[config.mk]
export PLATFORM = sky130hd
export DESIGN_NAME = cosine_nco_flat
export DESIGN_NICKNAME = d
export VERILOG_FILES = /design/src/rtl/cosine_nco_if.sv /design/src/rtl/cosine_nco.sv /design/src/flat_wrapper.sv
export SDC_FILE = /design/constraint.sdc
export NUM_CORES = 1
export LEC_CHECK = 0
export CAP_MARGIN = 20
export CORE_MARGIN = 2
export CORE_UTILIZATION = 57
export CTS_BUF_LIST = sky130_fd_sc_hd__clkbuf_16
export DETAILED_ROUTE_END_ITERATION = 7
export GPL_ROUTABILITY_DRIVEN = 0
export PLACE_DENSITY = 0.86
export SYNTH_ARGS = -nofsm -noshare
export SYNTH_HDL_FRONTEND = slang
export SYNTH_SLANG_ARGS = --single-unit
export TNS_END_PERCENT = 5
[constraint.sdc]
create_clock -name clk -period 3.7 [get_ports clk]
set_input_delay 0.74 -clock clk [delete_from_list [all_inputs] [get_ports clk]]
set_output_delay 0.74 -clock clk [all_outputs]
set_load 0.005 [all_outputs]
[src/rtl/cosine_nco_if.sv]
// cosine_nco_if: control and sample bus between the modem control logic (master)
// and the cosine NCO (slave). sin_out exists only when COSINE_NCO_QUAD_EN is defined.
interface cosine_nco_if #(
    parameter int CHANNELS  = 2,
    parameter int PW        = 6,
    parameter int OUT_WIDTH = 18
);
    logic                          en;
    logic                          sync;
    logic [CHANNELS*PW-1:0]        step;
    logic [CHANNELS*PW-1:0]        offset;
    logic [CHANNELS*OUT_WIDTH-1:0] out;
    logic                          out_valid;
`ifdef COSINE_NCO_QUAD_EN
    logic [CHANNELS*OUT_WIDTH-1:0] sin_out;
`endif

    modport master (
        output en, sync, step, offset,
        input  out, out_valid
`ifdef COSINE_NCO_QUAD_EN
        , input sin_out
`endif
    );

    modport slave (
        input  en, sync, step, offset,
        output out, out_valid
`ifdef COSINE_NCO_QUAD_EN
        , output sin_out
`endif
    );
endinterface

[src/rtl/cosine_nco.sv]
// cosine_nco: multi-channel phase-accumulator carrier generator. A quarter-wave
// cosine table shared by all channels is folded by quadrant and read through a
// 3-stage pipeline. Define COSINE_NCO_QUAD_EN to add the quadrature (sin_out) path.
`ifndef CARRIER_SAMPLES_PER_PERIOD
`define CARRIER_SAMPLES_PER_PERIOD 64
`endif
`ifndef FIXDT_64_A_WIDTH
`define FIXDT_64_A_WIDTH 18
`endif

module cosine_nco #(
    parameter int CHANNELS  = 2,
    parameter int SAMPLES   = `CARRIER_SAMPLES_PER_PERIOD,
    parameter int OUT_WIDTH = `FIXDT_64_A_WIDTH
) (
    input logic         clk,
    input logic         rst,
    cosine_nco_if.slave bus
);
    localparam int PW     = $clog2(SAMPLES);
    localparam int QN     = SAMPLES / 4;
    localparam int AW     = PW - 1;           // table address spans 0..N/4 inclusive
    localparam int W      = OUT_WIDTH;
    localparam int STAGES = 3;

    typedef logic [QN:0][W-1:0] lut_t;

    // Quarter-wave table, evaluated at elaboration; it becomes a constant ROM.
    function automatic lut_t build_lut();
        lut_t t;
        real  amp, v;
        amp = 2.0 ** (W - 1) - 1.0;
        for (int k = 0; k <= QN; k++) begin
            v    = $cos(2.0 * 3.14159265358979323846 * real'(k) / real'(SAMPLES)) * amp;
            t[k] = W'($rtoi(v + 0.5));
        end
        return t;
    endfunction

    localparam lut_t LUT = build_lut();

    // Quadrant fold: returns {negate, table address}. Odd quadrants mirror the
    // address, quadrants 1 and 2 negate the magnitude.
    function automatic logic [AW:0] fold(input logic [PW-1:0] i);
        logic [AW-1:0] a;
        a = AW'(i[PW-3:0]);
        if (i[PW-2]) a = AW'(QN) - a;
        return {i[PW-1] ^ i[PW-2], a};
    endfunction

    logic              launch;
    logic [STAGES:1]   vld_pipe;

    // sync wins over en: a sync cycle never launches a sample
    assign launch = bus.en & ~bus.sync;

    // valid bits follow each launched sample set through the three stages
    always_ff @(posedge clk or posedge rst) begin
        if (rst) vld_pipe <= '0;
        else     vld_pipe <= {vld_pipe[STAGES-1:1], launch};
    end

    assign bus.out_valid = vld_pipe[STAGES];

    for (genvar c = 0; c < CHANNELS; c++) begin : g_ch
        logic [PW-1:0] acc, idx_r, stp, off;
        logic [AW:0]   f_cos;
        logic [W-1:0]  lut_r, cos_r;
        logic          neg_r;

        assign stp   = bus.step[c*PW +: PW];
        assign off   = bus.offset[c*PW +: PW];
        assign f_cos = fold(idx_r);

        // phase accumulator: sync clears, en advances modulo N
        always_ff @(posedge clk or posedge rst) begin
            if (rst)          acc <= '0;
            else if (bus.sync) acc <= '0;
            else if (bus.en)   acc <= acc + stp;
        end

        // stage 1: capture the pre-increment phase plus offset
        always_ff @(posedge clk or posedge rst) begin
            if (rst)         idx_r <= '0;
            else if (launch) idx_r <= acc + off;
        end

        // stage 2: table read and quadrant sign
        always_ff @(posedge clk or posedge rst) begin
            if (rst) begin
                lut_r <= '0;
                neg_r <= 1'b0;
            end else if (vld_pipe[1]) begin
                lut_r <= LUT[f_cos[AW-1:0]];
                neg_r <= f_cos[AW];
            end
        end

        // stage 3: apply sign; output holds between launched samples
        always_ff @(posedge clk or posedge rst) begin
            if (rst)              cos_r <= '0;
            else if (vld_pipe[2]) cos_r <= neg_r ? -lut_r : lut_r;
        end

        assign bus.out[c*W +: W] = cos_r;

`ifdef COSINE_NCO_QUAD_EN
        logic [PW-1:0] idx_s;
        logic [AW:0]   f_sin;
        logic [W-1:0]  lut_s_r, sin_r;
        logic          neg_s_r;

        // sin(i) = cos(i - N/4), folded from the same stage-1 phase
        assign idx_s = idx_r - PW'(QN);
        assign f_sin = fold(idx_s);

        // stage 2 (quadrature): table read and sign
        always_ff @(posedge clk or posedge rst) begin
            if (rst) begin
                lut_s_r <= '0;
                neg_s_r <= 1'b0;
            end else if (vld_pipe[1]) begin
                lut_s_r <= LUT[f_sin[AW-1:0]];
                neg_s_r <= f_sin[AW];
            end
        end

        // stage 3 (quadrature): apply sign
        always_ff @(posedge clk or posedge rst) begin
            if (rst)              sin_r <= '0;
            else if (vld_pipe[2]) sin_r <= neg_s_r ? -lut_s_r : lut_s_r;
        end

        assign bus.sin_out[c*W +: W] = sin_r;
`endif
    end
endmodule

[src/flat_wrapper.sv]
// flat-port wrapper written by rule: the top's interface ports become plain ports
module cosine_nco_flat 
#(
    parameter int CHANNELS  = 2,
    parameter int SAMPLES   = `CARRIER_SAMPLES_PER_PERIOD,
    parameter int OUT_WIDTH = `FIXDT_64_A_WIDTH
)
  (clk, rst, bus_en, bus_sync, bus_step, bus_offset, bus_out, bus_out_valid);
  cosine_nco_if #(.CHANNELS(CHANNELS), .PW((6)), .OUT_WIDTH(OUT_WIDTH)) bus_i ();
  input logic clk;
  input logic rst;
  input wire logic [$bits(bus_i.en)-1:0] bus_en;
  input wire logic [$bits(bus_i.sync)-1:0] bus_sync;
  input wire logic [$bits(bus_i.step)-1:0] bus_step;
  input wire logic [$bits(bus_i.offset)-1:0] bus_offset;
  output wire logic [$bits(bus_i.out)-1:0] bus_out;
  output wire logic [$bits(bus_i.out_valid)-1:0] bus_out_valid;
  assign bus_i.en = bus_en;
  assign bus_i.sync = bus_sync;
  assign bus_i.step = bus_step;
  assign bus_i.offset = bus_offset;
  assign bus_out = bus_i.out;
  assign bus_out_valid = bus_i.out_valid;
  cosine_nco #(.CHANNELS(CHANNELS), .SAMPLES(SAMPLES), .OUT_WIDTH(OUT_WIDTH)) u_core (.clk(clk), .rst(rst), .bus(bus_i));
endmodule
Word level (Yosys, flattened, before mapping)
Memories as Yosys holds them, arrays and structs flattened. A register that Yosys moved wholly into a read port is not among the register bits.
Index checks and enable logic that the tools add are counted.
{"block": "classes", "n_reduce_logical": 1, "add_sub_neg": 8, "muxes": 8, "n_bitwise": 4}
{"op": "$mux 18", "count": 2}
{"op": "$neg 18->18", "count": 2}
{"op": "$add 6x6->6", "count": 4}
{"op": "$mux 6", "count": 4}
{"op": "$mux 5", "count": 2}
{"op": "$sub 5x4->5 const A", "count": 2}
{"op": "$reduce_bool 2->1", "count": 1}
{"op": "$xor 1x1->1", "count": 2}
{"op": "$and 1x1->1", "count": 1}
{"op": "$not 1->1", "count": 1}
{"block": "word_totals", "mem_count": 2, "in_bits": 28, "ff_bits": 65, "elab_cells": 32, "output_inout_bits": 37, "romBits": 1152}
{"memory": "(name not given)", "depth": 32, "width": 18, "read_ports": 1, "rd_ports_with_merged_regs": 1, "wr": 0, "line_no": "cosine_nco.sv:94", "text": "lut_r <= LUT[f_cos[AW-1:0]];"}
{"memory": "(name not given)", "depth": 32, "width": 18, "read_ports": 1, "rd_ports_with_merged_regs": 1, "wr": 0, "line_no": "cosine_nco.sv:94"}

Longest topological paths before layout
Gate-level depths: netlist of the first run.
{"block": "depth", "depth_word": 3, "depth_mapped": 9, "ltp_nobuf": 9}

Worst setup path after synthesis of the first run
Ideal clock, no wire load.
{"block": "synth_timing", "path_type": "flip-flop to flip-flop", "start": "register u_core.g_ch[0].idx_r[0]", "end": "register u_core.g_ch[0].lut_r[14]", "arrival_time_ps": 2417, "stages_incl_launch_ff": 10, "period_less_slack_ps": 2565, "required_ps": 3553, "n_path_buf": 0, "slack_ps": 1135, "setup_ps": 147, "path_cell_list": "dfrtp_1 -> inv_1 -> ha_1 -> mux2i_1 -> inv_1 -> ha_1 -> nor2_1 -> nand2_1 -> a21oi_1 -> o32ai_1"}
{"block": "synth_via", "elab_chain_len": 2}
{"item": "start, declared", "line_no": "cosine_nco.sv:66", "text": "logic [PW-1:0] acc, idx_r, stp, off;"}
{"item": "start signal, assigned", "line_no": "cosine_nco.sv:85", "text": "else if (launch) idx_r <= acc + off;"}
{"item": "$sub 5x4->5", "line_no": "cosine_nco.sv:47", "text": "if (i[PW-2]) a = AW'(QN) - a;"}
{"item": "$mux 5 (*)", "line_no": "cosine_nco.sv:47"}
{"item": "end, declared", "line_no": "cosine_nco.sv:68", "text": "logic [W-1:0] lut_r, cos_r;"}
Every way passes the cells marked *; elsewhere a longest branch is shown, timed or not.
A chain may end at the register's enable or synchronous reset.

Worst setup path in the final report of the first run
{"block": "layout_timing", "start": "register u_core.g_ch[1].idx_r[0]", "end": "register u_core.g_ch[1].lut_r[6]"}
{"block": "layout_via", "elab_chain_len": 2}
{"item": "start, declared", "line_no": "cosine_nco.sv:66"}
{"item": "start signal, assigned", "line_no": "cosine_nco.sv:85"}
{"item": "$sub 5x4->5", "line_no": "cosine_nco.sv:47"}
{"item": "$mux 5 (*)", "line_no": "cosine_nco.sv:47"}
{"item": "end, declared", "line_no": "cosine_nco.sv:68"}
Marks and branches as above.

==> run_results.csv, run 1 <==
group,metric,value,unit
floorplan,core_region_area,10300,um^2
timing,finalHoldViolCount,0,
placement,dpl_cell_area,6830,um^2
setup_path,timing.rr.start,"u_core.g_ch[1].idx_r[0]",
setup_path,timing.critical_path.to_type,"flip-flop",
worst_hold_path,worst_hold_startpoint,"u_core.g_ch[1].cos_r[0]",
run,maxCapViolations,0,
floorplan,die_x,107,um
power_and_ir_drop,power_density,753,nW/um^2
finish,num_antenna_cells,0,
floorplan,rows,37,
timing,post-route-period-util,0.724,
floorplan,ioPinCount,65,
placement,detailedPlacementHpwl,9480,um
clocking,numClockSinks,99,
synth,yosys_warnings,0,
synth,synthDominantAreaCellType,"sky130_fd_sc_hd__dfrtp_1",
synth,cell_area_after_technology_mapping,6060,um^2
finish,sequential_cell_area_in_the_final_layout,2480,um^2
finish,layout.filler_cells,772,
clocking,cts_resized,0,
clocking,htree_num_levels,3,
drt,finalWirelength,13100,um
floorplan,die_y,107,um
synth,syn_avg_cell_area,9.11,um^2
worst_hold_path,whs_path_depth,1,
clocking,max-clock-path-buffers,2,
clocking,post-cts-setup-buffers,0,
global_route,grt_start_max_net_pins,67,
placement,dpl_worst_slack,0.858,ns
placement,port-buffer-count,64,
setup_path,critical_path_class,"flip-flop to flip-flop",
global_route,antenna_found_initial,0,
setup_path,rr_worst_depth,8,
timing,grt_setup_unrepaired,"false",
global_route,global_route.usage.total,0.241,
finish,multi_input_area,3280,um^2
clocking,clkLatencyLatePin,0.34,ns
setup_path,critPathLaunchType,"flip-flop",
setup_path,crit_arrival,2.87,ns
placement,numPlacedInstances,841,
synth,post_synth_edffs,0,
floorplan,floorplan.die_area,11500,um^2
drt,avgRoutedWirePerCell,15.3,um
drt,drt_drc_violations_left,0,
timing,clock.fmax,373,MHz
drt,via_per_inst,5.95,
timing,worst_clock_skew,0.00542,ns
clocking,tritoncts,"yes",
synth,postSynthNetCount,731,
worst_hold_path,min_path_type,"flip-flop to flip-flop",
setup_path,timing.critical_path.fanout_max,17,
global_route,grt.overflow.total,0,
power_and_ir_drop,ir_worst_vdd,332,uV
drt,drt_iter0_drc,463,
setup_path,r2r-end,"u_core.g_ch[1].lut_r[6]",
synth,synthTopCellsByArea,"sky130_fd_sc_hd__dfrtp_1, sky130_fd_sc_hd__ha_1, sky130_fd_sc_hd__xnor2_1",
finish,area_delta_synth_final,17.2,%
clocking,tritoncts.num_buffers,9,
timing,slew_headroom,0.308,
synth,ys_types,50,
synth,yosys.cell_count.top_type,"sky130_fd_sc_hd__dfrtp_1",
finish,fraction_of_layout_cells_with_a_size_suffix_above_1,0.0555,
floorplan,initial_utilization,0.587,
synth,ys_seq_area_frac,0.409,
clocking,cts.root.buffer_cell,"sky130_fd_sc_hd__clkbuf_16",
worst_hold_path,min_delay_worst_endpoint,"u_core.g_ch[1].cos_r[0]",
finish,finish.instance_area,7100,um^2
setup_path,setup_slack_of_the_most_critical_reg_to_reg_path,1.02,ns
setup_path,cp.required,3.89,ns
timing,fin_setup_tns,0,ns
timing,finalSetupViolCount,0,
synth,synth_top_cell_area_share,0.409,
synth,netlist_top_cells_count,"sky130_fd_sc_hd__dfrtp_1, sky130_fd_sc_hd__nor2_1, sky130_fd_sc_hd__a21oi_1",
timing,final.setup.worst_slack,1.02,ns
global_route,grt_pass1_vias,4814,
finish,final_cell_count_no_fill,857,
global_route,grt_pass1_wl,22300,um
synth,synth_ff_type,"sky130_fd_sc_hd__dfrtp_1",
clocking,worst_setup_hold_path_clk_slew,0.07,ns
synth,synth-seq-cells,99,
drt,routed-via-count,5098,
timing,worst_slew_pin_slew,1.04,ns
timing,final_period_minus_worst_setup_slack,2.68,ns
drt,drt_first_pass_iters,5,
clocking,cts.hold.buffers_added,0,
run_status,run_status,"finished, final reports clean",
synth,netlist_instances,665,
drt,antenna_left,0,
synth,share_of_synthesized_registers_carrying_an_async_set_or_reset,1.00,
timing,slew_viol_final,0,
power_and_ir_drop,cellLeakagePower,3.13,nW
finish,design.final.nets,782,
## metrics by stage
step           hold slack (ns)   util  total power [mW]
2_1_floorplan            0.370      -              3.56
3_3_place_gp             0.489  0.662              4.33
3_5_place_dp             0.502  0.662              4.46
4_1_cts                  0.517  0.688              5.33
5_1_grt                  0.530  0.688              5.75
6_report                 0.509  0.688              5.35
## per-layer routing
metal / global-route usage / part of all wire / up-vias / wire length (um)
met1: 0.325 / 0.45 / 2405 / 5850
met3: 0.0365 / 0.055 / 22 / 720
met2: 0.397 / 0.48 / 208 / 6300
li1: - / - / 2463 / -
met5: 0 / 0 / - / 0
met4: 0.0816 / 0.017 / 0 / 226
## final cells by class
type / count / area share
multi-input cells: 486 / 0.462
repair buffers: 75 / 0.104
well taps: 136 / 0.0240
clock buffers: 9 / 0.0317
inverters: 45 / 0.0241
flip-flops and latches: 99 / 0.349
clock inverters: 7 / 0.00546
## cell families (layout without fill, tap and decap cells)
| group | count (synthesis) | in the layout | synth area share |
|---|---|---|---|
| simple gates | 183 | 183 | 0.139 |
| buf+inv | 80 | 136 | 0.0500 |
| mux | 21 | 21 | 0.0363 |
| fa+ha+maj | 38 | 38 | 0.0834 |
| compound gates | 186 | 186 | 0.199 |
| flops | 99 | 99 | 0.409 |
| xor+xnor | 58 | 58 | 0.0838 |
## cells in the final DEF (no fill, tap or decap), drive strengths merged, types with 4 or more instances in the layout
| cell | n |
|---|---|
| a211oi | 11 |
| a21o | 11 |
| a21oi | 59 |
| a31o | 5 |
| a31oi | 5 |
| buf | 11 |
| clkbuf | 9 |
| clkdlybuf4s50 | 64 |
| dfrtp | 99 |
| fa | 4 |
| ha | 34 |
| inv | 48 |
| mux2 | 8 |
| mux2i | 13 |
| nand2 | 56 |
| nand2b | 10 |
| nand3 | 17 |
| nand3b | 4 |
| nor2 | 66 |
| nor3 | 8 |
| o21ai | 27 |
| o22ai | 20 |
| o31ai | 16 |
| o32ai | 11 |
| o41ai | 4 |
| or4 | 6 |
| xnor2 | 47 |
| xor2 | 11 |
## critical path, stage by stage, from the launching register on
cell,delay (ns)
sky130_fd_sc_hd__dfrtp_1,0.60
sky130_fd_sc_hd__inv_1,0.25
sky130_fd_sc_hd__ha_1,0.33
sky130_fd_sc_hd__nand2b_1,0.22
sky130_fd_sc_hd__xor2_1,0.16
sky130_fd_sc_hd__buf_4,0.23
sky130_fd_sc_hd__nand2_1,0.11
sky130_fd_sc_hd__o31ai_1,0.43
sky130_fd_sc_hd__o22ai_1,0.18
## registers in the layout (all words and copies together), names as in the netlist
register / flops
u_core.g_ch.cos_r: 36
u_core.g_ch.lut_r: 34
u_core.g_ch.idx_r: 12
u_core.vld_pipe: 3
u_core.g_ch.neg_r: 2
u_core.g_ch.acc: 12
## how the worst max path moves through the flow
stage                            startpoint                        to  slack (ns)  cells after the start
detailed placement                 bus_sync   u_core.g_ch[0].idx_r[5]        0.86                      6
global route        u_core.g_ch[1].idx_r[0]   u_core.g_ch[1].lut_r[6]        0.88                      8
finish              u_core.g_ch[1].idx_r[0]   u_core.g_ch[1].lut_r[6]        1.02                      8
global placement                   bus_sync   u_core.g_ch[0].idx_r[5]        0.97                      6
floorplan                               rst     u_core.g_ch[0].acc[0]        0.37                      1
CTS                 u_core.g_ch[0].idx_r[0]  u_core.g_ch[0].lut_r[14]        1.09                     10
## power by group
part	switching, mW	total [mW]	internal [mW]
Combinational	1.35	2.60	1.25
Sequential	0.399	1.90	1.50
Clock	0.393	0.840	0.447
Total	2.15	5.35	3.20
No activity file was read; power rests on OpenSTA's default activity.
==> inputs of run 2 (changes only) <==
- CORE_UTILIZATION: 57 -> 52
- PLACE_DENSITY: 0.86 -> 0.83
- clock period: 3.7 -> 2.2 ns (I/O delays scaled with it)
==> run 2 against run 1 <==
Effect of this change: the run now ends with negative setup slack left; critical path type unchanged; first-iteration DRC count decreased by 20%; maximum frequency rose by 18%; sequential share of layout area fell by 2.1 points; register-to-register slack worse by 1.1 ns; clock skew is 0.0013 ns higher; die area rose by 9.2%; via count increased by 2.2%; count of clock-buffer cells in the layout is the same; final cell count grew 4.9%; utilization decreased by 2.4 points; global-route usage shrank 1.6 points; final area up 6.3%.
==> run_results.csv, run 2 (synthesized netlist as in run 1, its figures left out) <==
group,metric,value,unit
setup_path,slowest_delay,0.58,ns
setup_path,crit_slowest_cell,"sky130_fd_sc_hd__or4_4",
power_and_ir_drop,ir_worst_vdd,680,uV
run_status,run_status,"finished with violations",
timing,grt_setup_unrepaired,"true",
finish,fraction_of_layout_cells_with_a_size_suffix_above_1,0.126,
finish,area_delta_synth_final,24.6,%
power_and_ir_drop,pwr-share-seq,0.329,
floorplan,ioPinCount,65,
finish,design.final.nets,817,
drt,drt_first_pass_iters,5,
floorplan,rows,39,
power_and_ir_drop,switching_power,3.85,mW
power_and_ir_drop,power_density,1280,nW/um^2
timing,slew_headroom,0.483,
clocking,cts.root.buffer_cell,"sky130_fd_sc_hd__clkbuf_16",
global_route,grt_pass1_vias,5178,
placement,port-buffer-count,64,
finish,reg_top3,"u_core.g_ch.cos_r: 36 flops, u_core.g_ch.lut_r: 34 flops",
clocking,tritoncts.num_buffers,9,
setup_path,worst_path_most_repeated_cell,"sky130_fd_sc_hd__or4_4",
finish,layout.cells.most_common_list,"sky130_fd_sc_hd__dfrtp_1, sky130_fd_sc_hd__nor2_1, sky130_fd_sc_hd__clkdlybuf4s50_1",
timing,post-route-period-util,1.03,
clocking,max-clock-path-buffers,2,
setup_path,critical_path.top_delay_family,"simple AND/OR/NAND/NOR gates",
power_and_ir_drop,cellLeakagePower,3.35,nW
global_route,grt_start_max_net_pins,39,
global_route,grtUsageMet1,0.291,
setup_path,timing.critical_path.fanout_max,4,
drt,avgRoutedWirePerCell,15.5,um
placement,numPlacedInstances,881,
global_route,antenna_found_initial,0,
floorplan,die_x,112,um
run_status,violations,"negative setup slack",
drt,drt_drc_violations_left,0,
global_route,grtUsageMet2,0.385,
global_route,grt.overflow.total,0,
power_and_ir_drop,part_of_the_power_in_the_clock_network,0.162,
global_route,grt.busiest_layer,"met2",
finish,final_cell_count_no_fill,899,
drt,via_per_inst,5.80,
timing,worst_slew_pin_slew,0.775,ns
setup_path,cp_cell_sequence,"or4_4, or4_4, buf_6, o31ai_4, xnor2_1, a21oi_1",
run,maxCapViolations,0,
finish,largest_register_ff_count,36,
clocking,worst_setup_hold_path_clk_slew,0.07,ns
timing,final_period_minus_worst_setup_slack,2.27,ns
floorplan,initial_utilization,0.533,
drt,antenna_left,0,
drt,routed-via-count,5212,
finish,layout_commonest_cell,"sky130_fd_sc_hd__dfrtp_1",
finish,final_core_utilization,0.664,
worst_hold_path,min_path_type,"input pin to async pin",
clocking,numClockSinks,99,
placement,dpl_worst_slack,-0.133,ns
setup_path,number_of_buffers_and_inverters_on_the_critical_path,1,
clocking,htree_num_levels,3,
global_route,global_route.usage.total,0.225,
timing,clock.fmax,440,MHz
clocking,tritoncts,"yes",
timing,slew_viol_final,0,
timing,worst_clock_skew,0.00674,ns
power_and_ir_drop,power.share.switching,0.399,
finish,max_flop_register,"u_core.g_ch.cos_r",
setup_path,critical_path_class,"flip-flop to flip-flop",
global_route,grt.met3_usage,0.0201,
drt,drt_iter0_drc,371,
global_route,grt_pass1_wl,23300,um
drt,finalWirelength,14000,um
power_and_ir_drop,p_int,5.81,mW
setup_path,crit_arrival,2.48,ns
finish,num_antenna_cells,0,
power_and_ir_drop,comb_power_share,0.509,
finish,layout.filler_cells,880,
placement,detailedPlacementHpwl,10100,um
floorplan,floorplan.die_area,12500,um^2
floorplan,core_region_area,11400,um^2
floorplan,die_y,112,um
setup_path,critPathLaunchType,"flip-flop",
timing,final.setup.worst_slack,-0.0737,ns
setup_path,timing.critical_path.to_type,"flip-flop",
clocking,clkLatencyLatePin,0.35,ns
timing,finalSetupViolCount,4,
timing,finalHoldViolCount,0,
setup_path,cp.required,2.41,ns
[run 2: path summary, 6_finish.rpt]
path                                              start                        to  slack, ns  depth (start not counted)
worst min-delay path                                rst   u_core.g_ch[1].lut_r[9]       0.44                          2
min in group clk                u_core.g_ch[0].cos_r[0]   u_core.g_ch[0].cos_r[0]       0.50                          1
worst max-delay path            u_core.g_ch[0].lut_r[0]  u_core.g_ch[0].cos_r[13]      -0.07                          6
worst max register to register  u_core.g_ch[0].lut_r[0]  u_core.g_ch[0].cos_r[13]      -0.07                          6
max in group asynchronous                           rst   u_core.g_ch[0].lut_r[3]       1.19                          3
worst min register to register  u_core.g_ch[0].cos_r[0]   u_core.g_ch[0].cos_r[0]       0.50                          1
[run 2: layout make-up]
class | count | area [um^2] | share of cell area
tap | 143 | 179 | 0.0237
clock buffer | 9 | 225 | 0.0298
multi-input combinational | 486 | 3400 | 0.450
timing repair buffer | 110 | 1030 | 0.136
sequential | 99 | 2480 | 0.328
inverter | 45 | 173 | 0.0229
clock inverter | 7 | 67.6 | 0.00895
[run 2: worst reg2reg max path, stage by stage (launching register included)]
cell and delay (ns):
sky130_fd_sc_hd__dfrtp_1 0.38, sky130_fd_sc_hd__or4_4 0.53, sky130_fd_sc_hd__or4_4 0.58, sky130_fd_sc_hd__buf_6 0.16, sky130_fd_sc_hd__o31ai_4 0.20, sky130_fd_sc_hd__xnor2_1 0.17
sky130_fd_sc_hd__a21oi_1 0.11
[run 2: metal layers]
layer	vias to the layer above	routed length, um	part of all wire
met5	-	0	0
met4	0	348	0.025
met3	27	605	0.043
met2	190	6870	0.49
met1	2462	6160	0.44
li1	2533	-	-
[run 2: through the flow]
step	total power, mW	instance area [um^2]	hold WS [ns]	TNS, ns
final	9.66	7550	0.440	-0.227
after floorplan	6.00	6060	0.370	-3.38
after global routing	10.3	7550	0.482	-0.796
after global placement	7.54	7120	0.489	-0.0476
after CTS	9.44	7450	0.453	-0.00979
after detailed placement	7.77	7120	0.495	-0.463
[run 2: repair_timing]
action	in CTS	in global routing
hold buffers	0	0
endpoints found under the setup margin	7	21
endpoints found under the hold margin	0	0
gates cloned	0	0
pin swaps	3	12
resized for setup	8	17
setup buffers	0	2
[run 2: power groups by stage]
| stage | sequential, mW | clock (mW) | combinational [mW] |
|---|---|---|---|
| 3_5_place_dp | 3.16 | 0 | 4.61 |
| 2_1_floorplan | 3.01 | 0 | 2.98 |
| 6_report | 3.18 | 1.57 | 4.92 |
| 5_1_grt | 3.27 | 1.66 | 5.38 |
| 4_1_cts | 3.14 | 1.59 | 4.71 |
| 3_3_place_gp | 3.10 | 0 | 4.44 |
==> inputs of run 3 (changes only) <==
- PLACE_DENSITY: 0.83 -> not set
- PLACE_DENSITY_LB_ADDON: not set -> 0.05
==> run 3 against run 2 <==
Effect of this change: sequential share of layout area up 0.38 points; the flow now finishes without violations; global-route usage down 0.81 points; largest power group unchanged; clock skew down 0.00086 ns; flip-flop and latch count unchanged; worst setup slack better by 0.091 ns; final cell count down 0.22%; via count down 2.0%; critical path depth unchanged; hold slack worse by 0.011 ns; sequential power down 2%; clock power down 10%; first-iteration DRC count up 23%.
==> run_results.csv, run 3 (synthesized netlist as in run 1, its figures left out) <==
group,metric,value,unit
run_status,run_status,"finished, final reports clean",
drt,drt_first_pass_iters,5,
drt,drt_drc_violations_left,0,
drt,drt_iter0_drc,455,
global_route,global_route.usage.total,0.217,
floorplan,ioPinCount,65,
floorplan,rows,39,
clocking,cts.root.buffer_cell,"sky130_fd_sc_hd__clkbuf_16",
power_and_ir_drop,part_of_the_power_in_the_clock_network,0.151,
floorplan,floorplan.die_area,12500,um^2
drt,via_per_inst,5.70,
timing,post-route-period-util,0.992,
setup_path,r2r-end,"u_core.g_ch[0].cos_r[11]",
finish,finish.instance_area,7460,um^2
finish,multi_input_area,3350,um^2
power_and_ir_drop,cellLeakagePower,3.32,nW
global_route,grt_start_max_net_pins,58,
setup_path,cp_cell_sequence,"or4_4, or4_4, buf_6, o41ai_4, xnor2_1, a21oi_1",
timing,finalHoldViolCount,0,
clocking,worst_setup_hold_path_clk_slew,0.07,ns
timing,final_period_minus_worst_setup_slack,2.18,ns
power_and_ir_drop,p_int,5.64,mW
global_route,antenna_found_initial,0,
drt,avgRoutedWirePerCell,14.8,um
setup_path,timing.rr.start,"u_core.g_ch[0].lut_r[0]",
power_and_ir_drop,comb_power_share,0.513,
clocking,tritoncts,"yes",
placement,dpl_cell_area,7120,um^2
clocking,htree_num_levels,3,
drt,routed-via-count,5109,
power_and_ir_drop,pwr-share-seq,0.336,
timing,slew_viol_final,0,
setup_path,slowest_delay,0.54,ns
finish,area_delta_synth_final,23.2,%
clocking,tritoncts.num_buffers,9,
clocking,max-clock-path-buffers,2,
placement,port-buffer-count,64,
finish,max_flop_register,"u_core.g_ch.cos_r",
timing,slew_headroom,0.571,
worst_hold_path,min_path_type,"input pin to async pin",
floorplan,initial_utilization,0.533,
finish,layout.filler_cells,1001,
setup_path,timing.critical_path.to_type,"flip-flop",
finish,final_core_utilization,0.656,
floorplan,die_x,112,um
drt,finalWirelength,13300,um
global_route,grt_pass1_vias,4769,
power_and_ir_drop,ir_worst_vdd,805,uV
timing,finalSetupViolCount,0,
floorplan,core_region_area,11400,um^2
timing,clock.fmax,458,MHz
setup_path,setup_slack_of_the_most_critical_reg_to_reg_path,0.02,ns
drt,antenna_left,0,
timing,grt_setup_unrepaired,"true",
setup_path,crit_slowest_cell,"sky130_fd_sc_hd__or4_4",
setup_path,cp.required,2.40,ns
clocking,clkLatencyLatePin,0.34,ns
finish,largest_register_ff_count,36,
finish,reg_top3,"u_core.g_ch.cos_r: 36 flops, u_core.g_ch.lut_r: 34 flops",
timing,worst_clock_skew,0.00588,ns
finish,num_antenna_cells,0,
run,maxCapViolations,0,
setup_path,worst_path_most_repeated_cell,"sky130_fd_sc_hd__or4_4",
power_and_ir_drop,switching_power,3.69,mW
power_and_ir_drop,power.share.switching,0.395,
setup_path,timing.critical_path.fanout_max,5,
setup_path,crit_arrival,2.38,ns
global_route,grt_pass1_wl,22500,um
finish,layout.cells.most_common_list,"sky130_fd_sc_hd__dfrtp_1, sky130_fd_sc_hd__nor2_1, sky130_fd_sc_hd__clkdlybuf4s50_1",
placement,detailedPlacementHpwl,9860,um
finish,sequential_cell_area_in_the_final_layout,2480,um^2
finish,layout_commonest_cell,"sky130_fd_sc_hd__dfrtp_1",
finish,design.final.nets,817,
clocking,cts.hold.buffers_added,0,
setup_path,rr_worst_depth,6,
power_and_ir_drop,power_density,1250,nW/um^2
floorplan,die_y,112,um
finish,fraction_of_layout_cells_with_a_size_suffix_above_1,0.118,
power_and_ir_drop,report.power.total,9.33,mW
setup_path,critical_path_class,"flip-flop to flip-flop",
global_route,grt.overflow.total,0,
setup_path,crit_end,"u_core.g_ch[0].cos_r[11]",
clocking,numClockSinks,99,
timing,timing.hold.ws,0.429,ns
setup_path,cp-startpoint,"u_core.g_ch[0].lut_r[0]",
setup_path,critPathLaunchType,"flip-flop",
timing,worst_slew_pin_slew,0.644,ns
==> run 3: per-layer routing <==
metal / track usage / wire length (um) / part of all wire / vias to the layer above
met5: 0 / 0 / 0 / -
met4: 0.0699 / 171 / 0.013 / 0
met3: 0.0327 / 645 / 0.048 / 12
met2: 0.356 / 6290 / 0.47 / 152
met1: 0.297 / 6190 / 0.47 / 2418
li1: - / - / - / 2527
==> run 3: stage by stage <==
| stage | instances | setup TNS, ns | setup slack (ns) |
|---|---|---|---|
| detailed placement | 882 | -0.396 | -0.0540 |
| floorplan | 665 | -3.38 | -0.365 |
| CTS | 897 | 0 | 0.0157 |
| finish | 897 | 0 | 0.0170 |
| global placement | 882 | -0.0233 | -0.0142 |
| global route | 897 | -0.158 | -0.0432 |
==> run 3: cell type report <==
type	count	share of cell area
Multi-Input combinational cell	486	0.450
Inverter	45	0.0231
Clock inverter	5	0.00319
Tap cell	143	0.0240
Clock buffer	9	0.0302
Sequential cell	99	0.332
Timing Repair Buffer	110	0.138
==> run 3: repair_timing <==
action / in CTS / in global routing
pin swaps: 5 / 3
resized for setup: 8 / 11
setup endpoints to repair: 7 / 22
buffers inserted: 1 / 0
hold endpoints to repair: 0 / 0
==> run 3: power by group through the flow <==
stage	clock [mW]	sequential, mW	combinational (mW)
floorplan	0	3.01	2.98
global placement	0	3.10	4.54
detailed placement	0	3.14	4.64
CTS	1.44	3.12	4.74
global route	1.51	3.24	5.30
finish	1.41	3.13	4.79
==> run 3: critical path: cells and delay by family, from the launching register on <==
| kind | cells | cell delay (ns) |
|---|---|---|
| buffers and inverters | 1 | 0.15 |
| XOR/XNOR | 1 | 0.15 |
| AND/OR/NAND/NOR | 2 | 0.98 |
| flip-flops | 1 | 0.39 |
| AO/OA/AOI/OAI | 2 | 0.37 |
==> run 3: worst min path at each step <==
stage / start / to / slack, ns / cells past startpoint
after floorplan: u_core.vld_pipe[2] / u_core.vld_pipe[3] / 0.37 / 0
after global placement: u_core.g_ch[0].cos_r[12] / u_core.g_ch[0].cos_r[12] / 0.49 / 1
after detailed placement: u_core.g_ch[0].cos_r[12] / u_core.g_ch[0].cos_r[12] / 0.50 / 1
after CTS: rst / u_core.g_ch[0].acc[1] / 0.41 / 2
after global routing: rst / u_core.g_ch[0].acc[1] / 0.43 / 2
final: rst / u_core.g_ch[0].acc[1] / 0.43 / 2
